--- config.mk ---
export PLATFORM = sky130hd
export DESIGN_NAME = tlb
export DESIGN_NICKNAME = d
export VERILOG_FILES = /design/src/rtl/tlb_pkg.sv /design/src/rtl/tlb_cam.sv /design/src/rtl/tlb.sv
export SDC_FILE = /design/constraint.sdc
export NUM_CORES = 1
export LEC_CHECK = 0
export BUFFER_PORTS_ARGS = -buffer_cell sky130_fd_sc_hd__buf_2
export CAP_MARGIN = 20
export CORE_MARGIN = 10
export CORE_UTILIZATION = 65
export CTS_CLUSTER_DIAMETER = 150
export DETAILED_ROUTE_END_ITERATION = 16
export PLACE_DENSITY = 0.85
export SLEW_MARGIN = 20
export SYNTH_ARGS = -nofsm -noshare
export SYNTH_HDL_FRONTEND = slang
export SYNTH_SLANG_ARGS = --single-unit
--- constraint.sdc ---
create_clock -name clk -period 15.2 [get_ports clk]
set_input_delay 3.04 -clock clk [delete_from_list [all_inputs] [get_ports clk]]
set_output_delay 3.04 -clock clk [all_outputs]
set_load 0.1 [all_outputs]
--- src/rtl/tlb_pkg.sv ---
// Shared types and widths for the TLB: state encoding, entry layout and
// Sv32 address/PTE field widths.
package tlb_pkg;

  localparam int unsigned VA_W      = 32;
  localparam int unsigned PA_W      = 32;
  localparam int unsigned PTE_W     = 32;
  localparam int unsigned OFF_W     = 12;
  localparam int unsigned VPN_W     = VA_W - OFF_W;   // 20
  localparam int unsigned PPN_W     = 22;             // Sv32 PPN in pte[31:10]
  localparam int unsigned PPN_LSB   = 10;
  localparam int unsigned PA_PPN_W  = PA_W - OFF_W;   // PPN bits that fit the 32-bit paddr
  localparam int unsigned PTE_V_BIT = 0;

  typedef enum logic [2:0] {
    S_IDLE     = 3'd0,
    S_LOOKUP   = 3'd1,
    S_PTW_REQ  = 3'd2,
    S_PTW_WAIT = 3'd3,
    S_RESPOND  = 3'd4
  } tlb_state_e;

  typedef struct packed {
    logic             valid;
    logic [VPN_W-1:0] tag;
    logic [PPN_W-1:0] ppn;
  } tlb_entry_t;

endpackage

--- src/rtl/tlb_cam.sv ---
// Fully-associative entry store: registered parallel tag compare,
// round-robin fill and (with TLB_FLUSH_EN) a whole-array flush.
module tlb_cam
  import tlb_pkg::*;
#(
  parameter int unsigned ENTRIES = 8
) (
  input  logic             clk,
  input  logic             rst,
  input  logic [VPN_W-1:0] lookup_vpn_i,
  output logic             hit_o,
  output logic [PPN_W-1:0] hit_ppn_o,
  input  logic             fill_en_i,
  input  logic [VPN_W-1:0] fill_vpn_i,
  input  logic [PPN_W-1:0] fill_ppn_i
`ifdef TLB_FLUSH_EN
  ,
  input  logic             flush_i
`endif
);

  localparam int unsigned IDX_W = (ENTRIES > 1) ? $clog2(ENTRIES) : 1;

  tlb_entry_t       entries_q [ENTRIES];
  logic [IDX_W-1:0] victim_q;
  logic             hit_q;
  logic [PPN_W-1:0] hit_ppn_q;
  logic             hit_c;
  logic [PPN_W-1:0] hit_ppn_c;
  logic             flush_c;

`ifdef TLB_FLUSH_EN
  assign flush_c = flush_i;
`else
  assign flush_c = 1'b0;
`endif

  // Parallel tag compare; at most one entry can match, so OR-merging is exact
  always_comb begin
    hit_c     = 1'b0;
    hit_ppn_c = '0;
    for (int unsigned i = 0; i < ENTRIES; i++) begin
      if (entries_q[i].valid && (entries_q[i].tag == lookup_vpn_i)) begin
        hit_c     = 1'b1;
        hit_ppn_c = hit_ppn_c | entries_q[i].ppn;
      end
    end
  end

  // Register the compare result so the wide match tree gets a full cycle
  always_ff @(posedge clk) begin
    if (!rst) begin
      hit_q     <= 1'b0;
      hit_ppn_q <= '0;
    end else begin
      hit_q     <= hit_c && !flush_c;
      hit_ppn_q <= hit_ppn_c;
    end
  end

  // Entry array and victim pointer; a flush overrides a same-cycle fill
  always_ff @(posedge clk) begin
    if (!rst) begin
      for (int unsigned i = 0; i < ENTRIES; i++) entries_q[i] <= '0;
      victim_q <= '0;
    end else if (flush_c) begin
      for (int unsigned i = 0; i < ENTRIES; i++) entries_q[i].valid <= 1'b0;
      victim_q <= '0;
    end else if (fill_en_i) begin
      entries_q[victim_q] <= '{valid: 1'b1, tag: fill_vpn_i, ppn: fill_ppn_i};
      victim_q            <= victim_q + IDX_W'(1);
    end
  end

  assign hit_o     = hit_q;
  assign hit_ppn_o = hit_ppn_q;

endmodule

--- src/rtl/tlb.sv ---
// Single-outstanding fully-associative TLB with a page-table-walker port.
// Optional feature macro: TLB_FLUSH_EN adds flush_i (invalidate all entries).
module tlb
  import tlb_pkg::*;
#(
  parameter int unsigned ENTRIES = 8
) (
  input  logic             clk,
  input  logic             rst,
  input  logic             req_valid_i,
  output logic             req_ready_o,
  input  logic [VA_W-1:0]  req_vaddr_i,
  output logic             resp_valid_o,
  input  logic             resp_ready_i,
  output logic [PA_W-1:0]  resp_paddr_o,
  output logic             resp_fault_o,
  output logic             ptw_req_valid_o,
  input  logic             ptw_req_ready_i,
  output logic [VA_W-1:0]  ptw_vaddr_o,
  input  logic             ptw_resp_valid_i,
  output logic             ptw_resp_ready_o,
  input  logic [PTE_W-1:0] ptw_pte_i
`ifdef TLB_FLUSH_EN
  ,
  input  logic             flush_i
`endif
);

  tlb_state_e       state_q, state_d;
  logic             lkp_q, lkp_d;               // second LOOKUP cycle
  logic             flush_seen_q, flush_seen_d; // flush observed during this walk
  logic [VA_W-1:0]  vaddr_q, vaddr_d;
  logic             req_ready_q, req_ready_d;
  logic             resp_valid_q, resp_valid_d;
  logic [PA_W-1:0]  resp_paddr_q, resp_paddr_d;
  logic             resp_fault_q, resp_fault_d;
  logic             ptw_req_valid_q, ptw_req_valid_d;
  logic [VA_W-1:0]  ptw_vaddr_q, ptw_vaddr_d;
  logic             ptw_resp_ready_q, ptw_resp_ready_d;

  logic             fill_en_c;
  logic             cam_hit;
  logic [PPN_W-1:0] cam_hit_ppn;
  logic             flush_c;
  logic             unused_c;

`ifdef TLB_FLUSH_EN
  assign flush_c = flush_i;
`else
  assign flush_c = 1'b0;
`endif

  // PTE flag bits and upper PPN bits beyond the 32-bit paddr are not consumed
  assign unused_c = ^{ptw_pte_i[PPN_LSB-1:1], cam_hit_ppn[PPN_W-1:PA_PPN_W]};

  tlb_cam #(
    .ENTRIES (ENTRIES)
  ) u_cam (
    .clk          (clk),
    .rst          (rst),
    .lookup_vpn_i (vaddr_q[VA_W-1:OFF_W]),
    .hit_o        (cam_hit),
    .hit_ppn_o    (cam_hit_ppn),
    .fill_en_i    (fill_en_c),
    .fill_vpn_i   (vaddr_q[VA_W-1:OFF_W]),
    .fill_ppn_i   (ptw_pte_i[PTE_W-1:PPN_LSB])
`ifdef TLB_FLUSH_EN
    ,
    .flush_i      (flush_c)
`endif
  );

  // State and registered outputs
  always_ff @(posedge clk) begin
    if (!rst) begin
      state_q          <= S_IDLE;
      lkp_q            <= 1'b0;
      flush_seen_q     <= 1'b0;
      vaddr_q          <= '0;
      req_ready_q      <= 1'b1;
      resp_valid_q     <= 1'b0;
      resp_paddr_q     <= '0;
      resp_fault_q     <= 1'b0;
      ptw_req_valid_q  <= 1'b0;
      ptw_vaddr_q      <= '0;
      ptw_resp_ready_q <= 1'b0;
    end else begin
      state_q          <= state_d;
      lkp_q            <= lkp_d;
      flush_seen_q     <= flush_seen_d;
      vaddr_q          <= vaddr_d;
      req_ready_q      <= req_ready_d;
      resp_valid_q     <= resp_valid_d;
      resp_paddr_q     <= resp_paddr_d;
      resp_fault_q     <= resp_fault_d;
      ptw_req_valid_q  <= ptw_req_valid_d;
      ptw_vaddr_q      <= ptw_vaddr_d;
      ptw_resp_ready_q <= ptw_resp_ready_d;
    end
  end

  // Next-state and output decode
  always_comb begin
    state_d          = state_q;
    lkp_d            = lkp_q;
    flush_seen_d     = flush_seen_q;
    vaddr_d          = vaddr_q;
    req_ready_d      = req_ready_q;
    resp_valid_d     = resp_valid_q;
    resp_paddr_d     = resp_paddr_q;
    resp_fault_d     = resp_fault_q;
    ptw_req_valid_d  = ptw_req_valid_q;
    ptw_vaddr_d      = ptw_vaddr_q;
    ptw_resp_ready_d = ptw_resp_ready_q;
    fill_en_c        = 1'b0;

    case (state_q)
      S_IDLE: begin
        if (req_valid_i) begin
          vaddr_d      = req_vaddr_i;
          req_ready_d  = 1'b0;
          lkp_d        = 1'b0;
          flush_seen_d = 1'b0;
          state_d      = S_LOOKUP;
        end
      end

      // First cycle lets the CAM register its compare; second cycle decides
      S_LOOKUP: begin
        if (!lkp_q) begin
          lkp_d = 1'b1;
        end else if (cam_hit && !flush_c) begin
          resp_valid_d = 1'b1;
          resp_paddr_d = {cam_hit_ppn[PA_PPN_W-1:0], vaddr_q[OFF_W-1:0]};
          resp_fault_d = 1'b0;
          state_d      = S_RESPOND;
        end else begin
          ptw_req_valid_d = 1'b1;
          ptw_vaddr_d     = vaddr_q;
          state_d         = S_PTW_REQ;
        end
      end

      S_PTW_REQ: begin
        if (flush_c) flush_seen_d = 1'b1;
        if (ptw_req_ready_i) begin
          ptw_req_valid_d  = 1'b0;
          ptw_resp_ready_d = 1'b1;
          state_d          = S_PTW_WAIT;
        end
      end

      // A flush since the walk started makes the returned PTE stale: no fill
      S_PTW_WAIT: begin
        if (flush_c) flush_seen_d = 1'b1;
        if (ptw_resp_valid_i) begin
          ptw_resp_ready_d = 1'b0;
          resp_valid_d     = 1'b1;
          state_d          = S_RESPOND;
          if (ptw_pte_i[PTE_V_BIT]) begin
            fill_en_c    = !flush_seen_q;
            resp_paddr_d = {ptw_pte_i[PPN_LSB +: PA_PPN_W], vaddr_q[OFF_W-1:0]};
            resp_fault_d = 1'b0;
          end else begin
            resp_paddr_d = '0;
            resp_fault_d = 1'b1;
          end
        end
      end

      S_RESPOND: begin
        if (resp_ready_i) begin
          resp_valid_d = 1'b0;
          req_ready_d  = 1'b1;
          state_d      = S_IDLE;
        end
      end

      default: begin
        state_d          = S_IDLE;
        req_ready_d      = 1'b1;
        resp_valid_d     = 1'b0;
        ptw_req_valid_d  = 1'b0;
        ptw_resp_ready_d = 1'b0;
      end
    endcase
  end

  assign req_ready_o      = req_ready_q;
  assign resp_valid_o     = resp_valid_q;
  assign resp_paddr_o     = resp_paddr_q;
  assign resp_fault_o     = resp_fault_q;
  assign ptw_req_valid_o  = ptw_req_valid_q;
  assign ptw_vaddr_o      = ptw_vaddr_q;
  assign ptw_resp_ready_o = ptw_resp_ready_q;

endmodule
==> results of run 1 <==
## cell type report
cell class | count | share of cell area [%]
Clock buffer | 65 | 5.751
Clock inverter | 22 | 0.6348
Inverter | 86 | 1.411
Multi-Input combinational cell | 1138 | 32.23
Sequential cell | 457 | 53.56
Tap cell | 402 | 2.181
Timing Repair Buffer | 171 | 4.232
## routing by layer
metal | vias up | track usage, % | part of all wire, % | routed length, um
met5 | - | 0 | 0.024 | 13
met4 | 2 | 10.23 | 2.8 | 1541
met3 | 137 | 7.300 | 12 | 6747
met2 | 905 | 44.87 | 48 | 26110
met1 | 7138 | 33.88 | 37 | 20120
li1 | 6563 | - | - | -
## worst max-delay path by stage
stage / from / endpoint / slack (ps) / cells past startpoint
after floorplan: rst / u_cam.entries_q[7][0]$_DFFE_PP_ / 8210 / 3
after global placement: rst / u_cam.entries_q[0][34]$_DFFE_PP_ / 8940 / 6
after detailed placement: rst / u_cam.entries_q[0][28]$_DFFE_PP_ / 8850 / 6
after CTS: rst / u_cam.entries_q[0][39]$_DFFE_PP_ / 9390 / 6
after global routing: rst / u_cam.entries_q[0][33]$_DFFE_PP_ / 9170 / 6
final: rst / u_cam.entries_q[0][39]$_DFFE_PP_ / 9320 / 6
## through the flow
stage	power [uW]	worst slack, ps	utilization [%]	hold WS (ps)
after CTS	2686	9387	73.01	452.0
after global routing	2751	9167	73.08	465.7
after global placement	1591	8945	68.26	427.7
final	2685	9324	73.08	448.0
after detailed placement	1600	8849	68.34	437.2
after floorplan	1534	8206	-	420.0
## cell usage in the layout (no fill, tap or decap), drive strengths merged, types with 2 or more instances in the layout
master    n
a22oi     5
a21oi    83
a32oi    81
a21o      9
nor4     47
clkbuf   66
clkinv   19
nand2   178
and2    322
nand4    27
inv      88
xnor2   141
o22ai     2
a311oi   20
nor3     74
xor2     15
nand2b   11
a41oi    21
and3b     2
nand3    42
edfxtp  320
and3      4
nor2b     3
o21ai     9
dfxtp   137
buf     170
nor2     33
## critical path, cell delays in order
cell and delay, ps:
buf_2 500, inv_4 380, or3_1 600, nor3_4 170
buf_4 370, nand2b_2 920
## power by group
part	internal [uW]	total [uW]	switching, uW
Clock	629	1110	478
Sequential	1370	1400	28.6
Combinational	54.3	182	128
## sequential cells by signal, indices dropped and copies added (netlist names)
name,count
resp_fault_o,1
state_q,3
resp_paddr_o,32
lkp_q,1
ptw_vaddr_o,32
resp_valid_o,1
u_cam.hit_ppn_o,20
u_cam.victim_q,3
ptw_resp_ready_o,1
u_cam.entries_q,328
req_ready_o,1
ptw_req_valid_o,1
u_cam.hit_o,1
vaddr_q,32
## cell families after synthesis
family                   Yosys count
AO/OA/AOI/OAI                    234
XOR/XNOR                         156
adder cells (fa/ha/maj)            1
buffers and inverters            253
flip-flops                       457
AND/OR/NAND/NOR                  747
==> impl_metrics.tcl, run 1 <==
set metrics [dict create \
    firstDrtPassIters 6 \
    die_h_um 198.6 \
    status "complete, no violations" \
    min_to "u_cam.entries_q[2][42]$_SDFFE_PP1N_" \
    drt_wl_total_um 54530 \
    gp_congestion 0.8637 \
    peakVddDrop_mv 0.09912 \
    hold_class "flip-flop to flip-flop" \
    synth.area.top_cells "edfxtp_1, dfxtp_1, and2_1" \
    synth_area_per_cell_um2 11.22 \
    synthMuxAreaShare_pct 0 \
    maxCapViolations 0 \
    multi_input_area_mm2 0.007433 \
    htreeDepth 2 \
    synth-xor-area-share_pct 6.589 \
    antenna_found_initial 1 \
    netlist_area_mm2 0.02074 \
    tightestPinTransition_ps 1156 \
    min-delay-start "u_cam.entries_q[2][42]$_SDFFE_PP1N_" \
    finalCriticalPeriod_ps 5876 \
    yosysSeqAreaShare_pct 59.57 \
    finalInstanceArea_mm2 0.02306 \
    clkTransAtPathRegs_ps 60 \
    first_iter_violations 1582 \
    rrSetupSlack_ps 11910 \
    grt_pass1_vias 14920 \
    yosysMostFrequentCell "and2_1" \
    place_hpwl_um 32340 \
    postCtsHoldBufs 0 \
    crit_required_ps 15360 \
    grt.total_usage_pct 27.29 \
    finalHoldViolations 0 \
    route.detailed.drc 0 \
    async_reset_ff_share_pct 0 \
    clock-sinks 457 \
    seq_area_mm2 0.01235 \
    min_path_cells 1 \
    synth_seq_cells 457 \
    area_growth_syn_to_layout_pct 11.22 \
    synth-compound-area-share_pct 8.441 \
    drive_gt1_share_pct 14.65 \
    path_class "input pin to flip-flop" \
    synth_top_family_by_area "simple AND/OR/NAND/NOR gates" \
    root_buffer "clkbuf_16" \
    clk_latency_ps 560 \
    timing.fmax_mhz 170.2 \
    power_density_mw_per_mm2 116.4 \
    via_per_inst 6.299 \
    cp-end-kind "flip-flop" \
    yosys.area_share.simple_pct 19.95 \
    cts_tree "yes" \
    antenna_cells 0 \
    r2r_start "state_q[0]$_SDFFE_PN0P_" \
    ios 139 \
    setup_violations 0 \
    final_cells 2341 \
    nFillCells 1970 \
    die_area_mm2 0.03945 \
    placed_cells 2253 \
    grt_overflow_total 0 \
    fin_skew_ps 23.26 \
    cp_max_fo 42 \
    syn_nets 1919 \
    placed_area_mm2 0.02156 \
    num_rows 65 \
    dieWidth_um 198.6 \
    yosysWarnings 0 \
    arrival_ps 6040 \
    synthAdderAreaFrac_pct 0.06034 \
    synthDistinctLibCells 49 \
    relSlewSlack_pct 22.91 \
    start_util_pct 65.71 \
    cts_setup_buffers 0 \
    timing.final.crit_share_pct 38.66 \
    ant_nets 0 \
    io_buffers 127 \
    via_count 14750 \
    core_mm2 0.03156 \
    grt_pass1_wl_um 83380 \
    syn_inst 1848 \
    worst_r2r_path_depth 5 \
    worstSetupStartpointType "input pin" \
    fin_setup_tns_ps 0 \
    cts_buffer_depth 3 \
    p_leak_uw 0.008192 \
    nets 1972 \
    cts_buffers 47 \
    synth_top_area_cell "edfxtp_1" \
    synth_edf_count 320 \
    final_max_slew_viol_count 0 \
    grt_max_degree 90 \
    yosys-top-cells-count "and2_1, edfxtp_1, nand2_1" \
    routedWlPerCell_um 23.29 \
    yosysTopAreaCellShare_pct 46.34 \
    rsz0062_at_grt "no" \
    rr_endpoint "u_cam.entries_q[0][39]$_DFFE_PP_" \
    synth_ff_type "edfxtp_1" \
    cts_resized 0 \
]
No activity file was read; power rests on OpenSTA's default activity.
==> run 2: changes to the inputs <==
CORE_UTILIZATION = 55   (was 65)
PLACE_DENSITY = 0.76   (was 0.85)
clock period = 5.4 ns   (was 15.2 ns; I/O delays follow)
==> impl_metrics.tcl, run 2 (synthesized netlist as in run 1, its figures left out) <==
set metrics [dict create \
    cp-end-kind "flip-flop" \
    drt_wl_total_um 52950 \
    grt_overflow_total 0 \
    cts_buffers 47 \
    firstDrtPassIters 5 \
    min-delay-start "resp_paddr_o[11]$_SDFFE_PN0P_" \
    htreeDepth 2 \
    die_area_mm2 0.04587 \
    largest_reg_flops 328 \
    tightestPinTransition_ps 1167 \
    nFillCells 2893 \
    peakVddDrop_mv 0.2554 \
    p_leak_uw 0.008193 \
    ios 139 \
    cp_max_fo 42 \
    slowest_delay_ps 920 \
    arrival_ps 4010 \
    ant_nets 0 \
    drive_gt1_share_pct 14.47 \
    fin_skew_ps 26.73 \
    postCtsHoldBufs 0 \
    place_hpwl_um 32290 \
    antenna_found_initial 3 \
    setup_violations 0 \
    cpLargestDelayFamily "simple AND/OR/NAND/NOR gates" \
    critPathSlowestCell "nand2b_2" \
    grt_pass1_vias 14150 \
    routedWlPerCell_um 21.57 \
    clock-sinks 457 \
    nets 1976 \
    min_to "resp_paddr_o[11]$_SDFFE_PN0P_" \
    gp_congestion 0.8591 \
    rrSetupSlack_ps 1850 \
    worstSetupStartpointType "input pin" \
    multi_input_area_mm2 0.007425 \
    core_mm2 0.03740 \
    num_rows 71 \
    path_class "input pin to flip-flop" \
    timing.final.crit_share_pct 70.95 \
    route.detailed.drc 0 \
    first_iter_violations 1409 \
    hold_class "flip-flop to flip-flop" \
    status "complete, no violations" \
    io_buffers 127 \
    final_max_slew_viol_count 0 \
    final_cell_mix "and2_1, edfxtp_1, nand2_1" \
    grt_pass1_wl_um 81780 \
    critPathBufInv 3 \
    relSlewSlack_pct 22.21 \
    path_cells "buf_2, inv_4, or3_1, nor3_4, buf_4, nand2b_2" \
    worst-path-stages 6 \
    timing.fmax_mhz 261.0 \
    root_buffer "clkbuf_16" \
    clk_latency_ps 590 \
    rr_endpoint "u_cam.entries_q[5][41]$_DFFE_PP_" \
    grt_max_degree 90 \
    dieWidth_um 214.2 \
    via_count 14340 \
    power_density_mw_per_mm2 325.7 \
    cts_setup_buffers 0 \
    rsz0062_at_grt "no" \
    final_core_utilization_pct 62.07 \
    cts_tree "yes" \
    regMostFlops "u_cam.entries_q" \
    crit_start "rst" \
    grt.total_usage_pct 22.45 \
    finalCriticalPeriod_ps 3831 \
    worst_r2r_path_depth 7 \
    start_util_pct 55.44 \
    place_ws_ps 1071 \
    crit_required_ps 5580 \
    via_per_inst 5.841 \
    maxCapViolations 0 \
    cts_resized 0 \
    die_h_um 214.2 \
    clkTransAtPathRegs_ps 60 \
    r2r_start "state_q[0]$_SDFFE_PN0P_" \
    setup_slack_ps 1569 \
    whs_ps 453.6 \
    min_path_cells 2 \
    fin_setup_tns_ps 0 \
    final_common_cell "and2_1" \
    seq_area_mm2 0.01235 \
    cts_buffer_depth 3 \
    area_growth_syn_to_layout_pct 11.95 \
    finalHoldViolations 0 \
]
==> run 2: per-layer routing <==
layer	global-route usage (%)	wire length, um
met2	36.85	25340
met3	5.726	5085
met5	0	0
met1	28.48	21270
met4	7.469	1257
==> run 2: through the flow <==
stage / area (um^2) / std cells / total power [uW]
3_3_place_gp: 21710 / 2365 / 4486
5_1_grt: 23210 / 2453 / 7784
6_report: 23210 / 2455 / 7561
2_1_floorplan: 20740 / 1848 / 4318
3_5_place_dp: 21710 / 2365 / 4504
4_1_cts: 23180 / 2451 / 7596
==> run 2: worst max path at each step <==
stage / endpoint
after floorplan: u_cam.entries_q[7][0]$_DFFE_PP_
after global placement: u_cam.entries_q[0][38]$_DFFE_PP_
after detailed placement: u_cam.entries_q[0][40]$_DFFE_PP_
after CTS: u_cam.entries_q[0][10]$_DFFE_PP_
after global routing: u_cam.entries_q[0][25]$_DFFE_PP_
final: u_cam.entries_q[0][6]$_DFFE_PP_
==> run 2: where the power goes <==
group / internal [uW] / switching, uW / total, uW / leakage (uW)
clock: 1800 / 1320 / 3120 / 0.000716
combinational: 155 / 356 / 511 / 0.00310
sequential: 3850 / 77.9 / 3930 / 0.00438
==> run 2: layout make-up <==
| cell class | instances | share of cell area [%] |
|---|---|---|
| Sequential cell | 457 | 53.21 |
| Multi-Input combinational cell | 1138 | 31.98 |
| Clock buffer | 81 | 6.193 |
| Timing Repair Buffer | 175 | 4.306 |
| Tap cell | 511 | 2.754 |
| Inverter | 86 | 1.401 |
| Clock inverter | 5 | 0.1347 |
| Antenna cell | 2 | 0.02156 |
==> run 2: worst register-to-register path: stages, from the launching register on <==
cell,delay [ps]
dfxtp_1,610
and3b_1,220
buf_4,310
and3_1,420
nand2_8,170
nor3_4,170
buf_4,360
nand2b_2,890
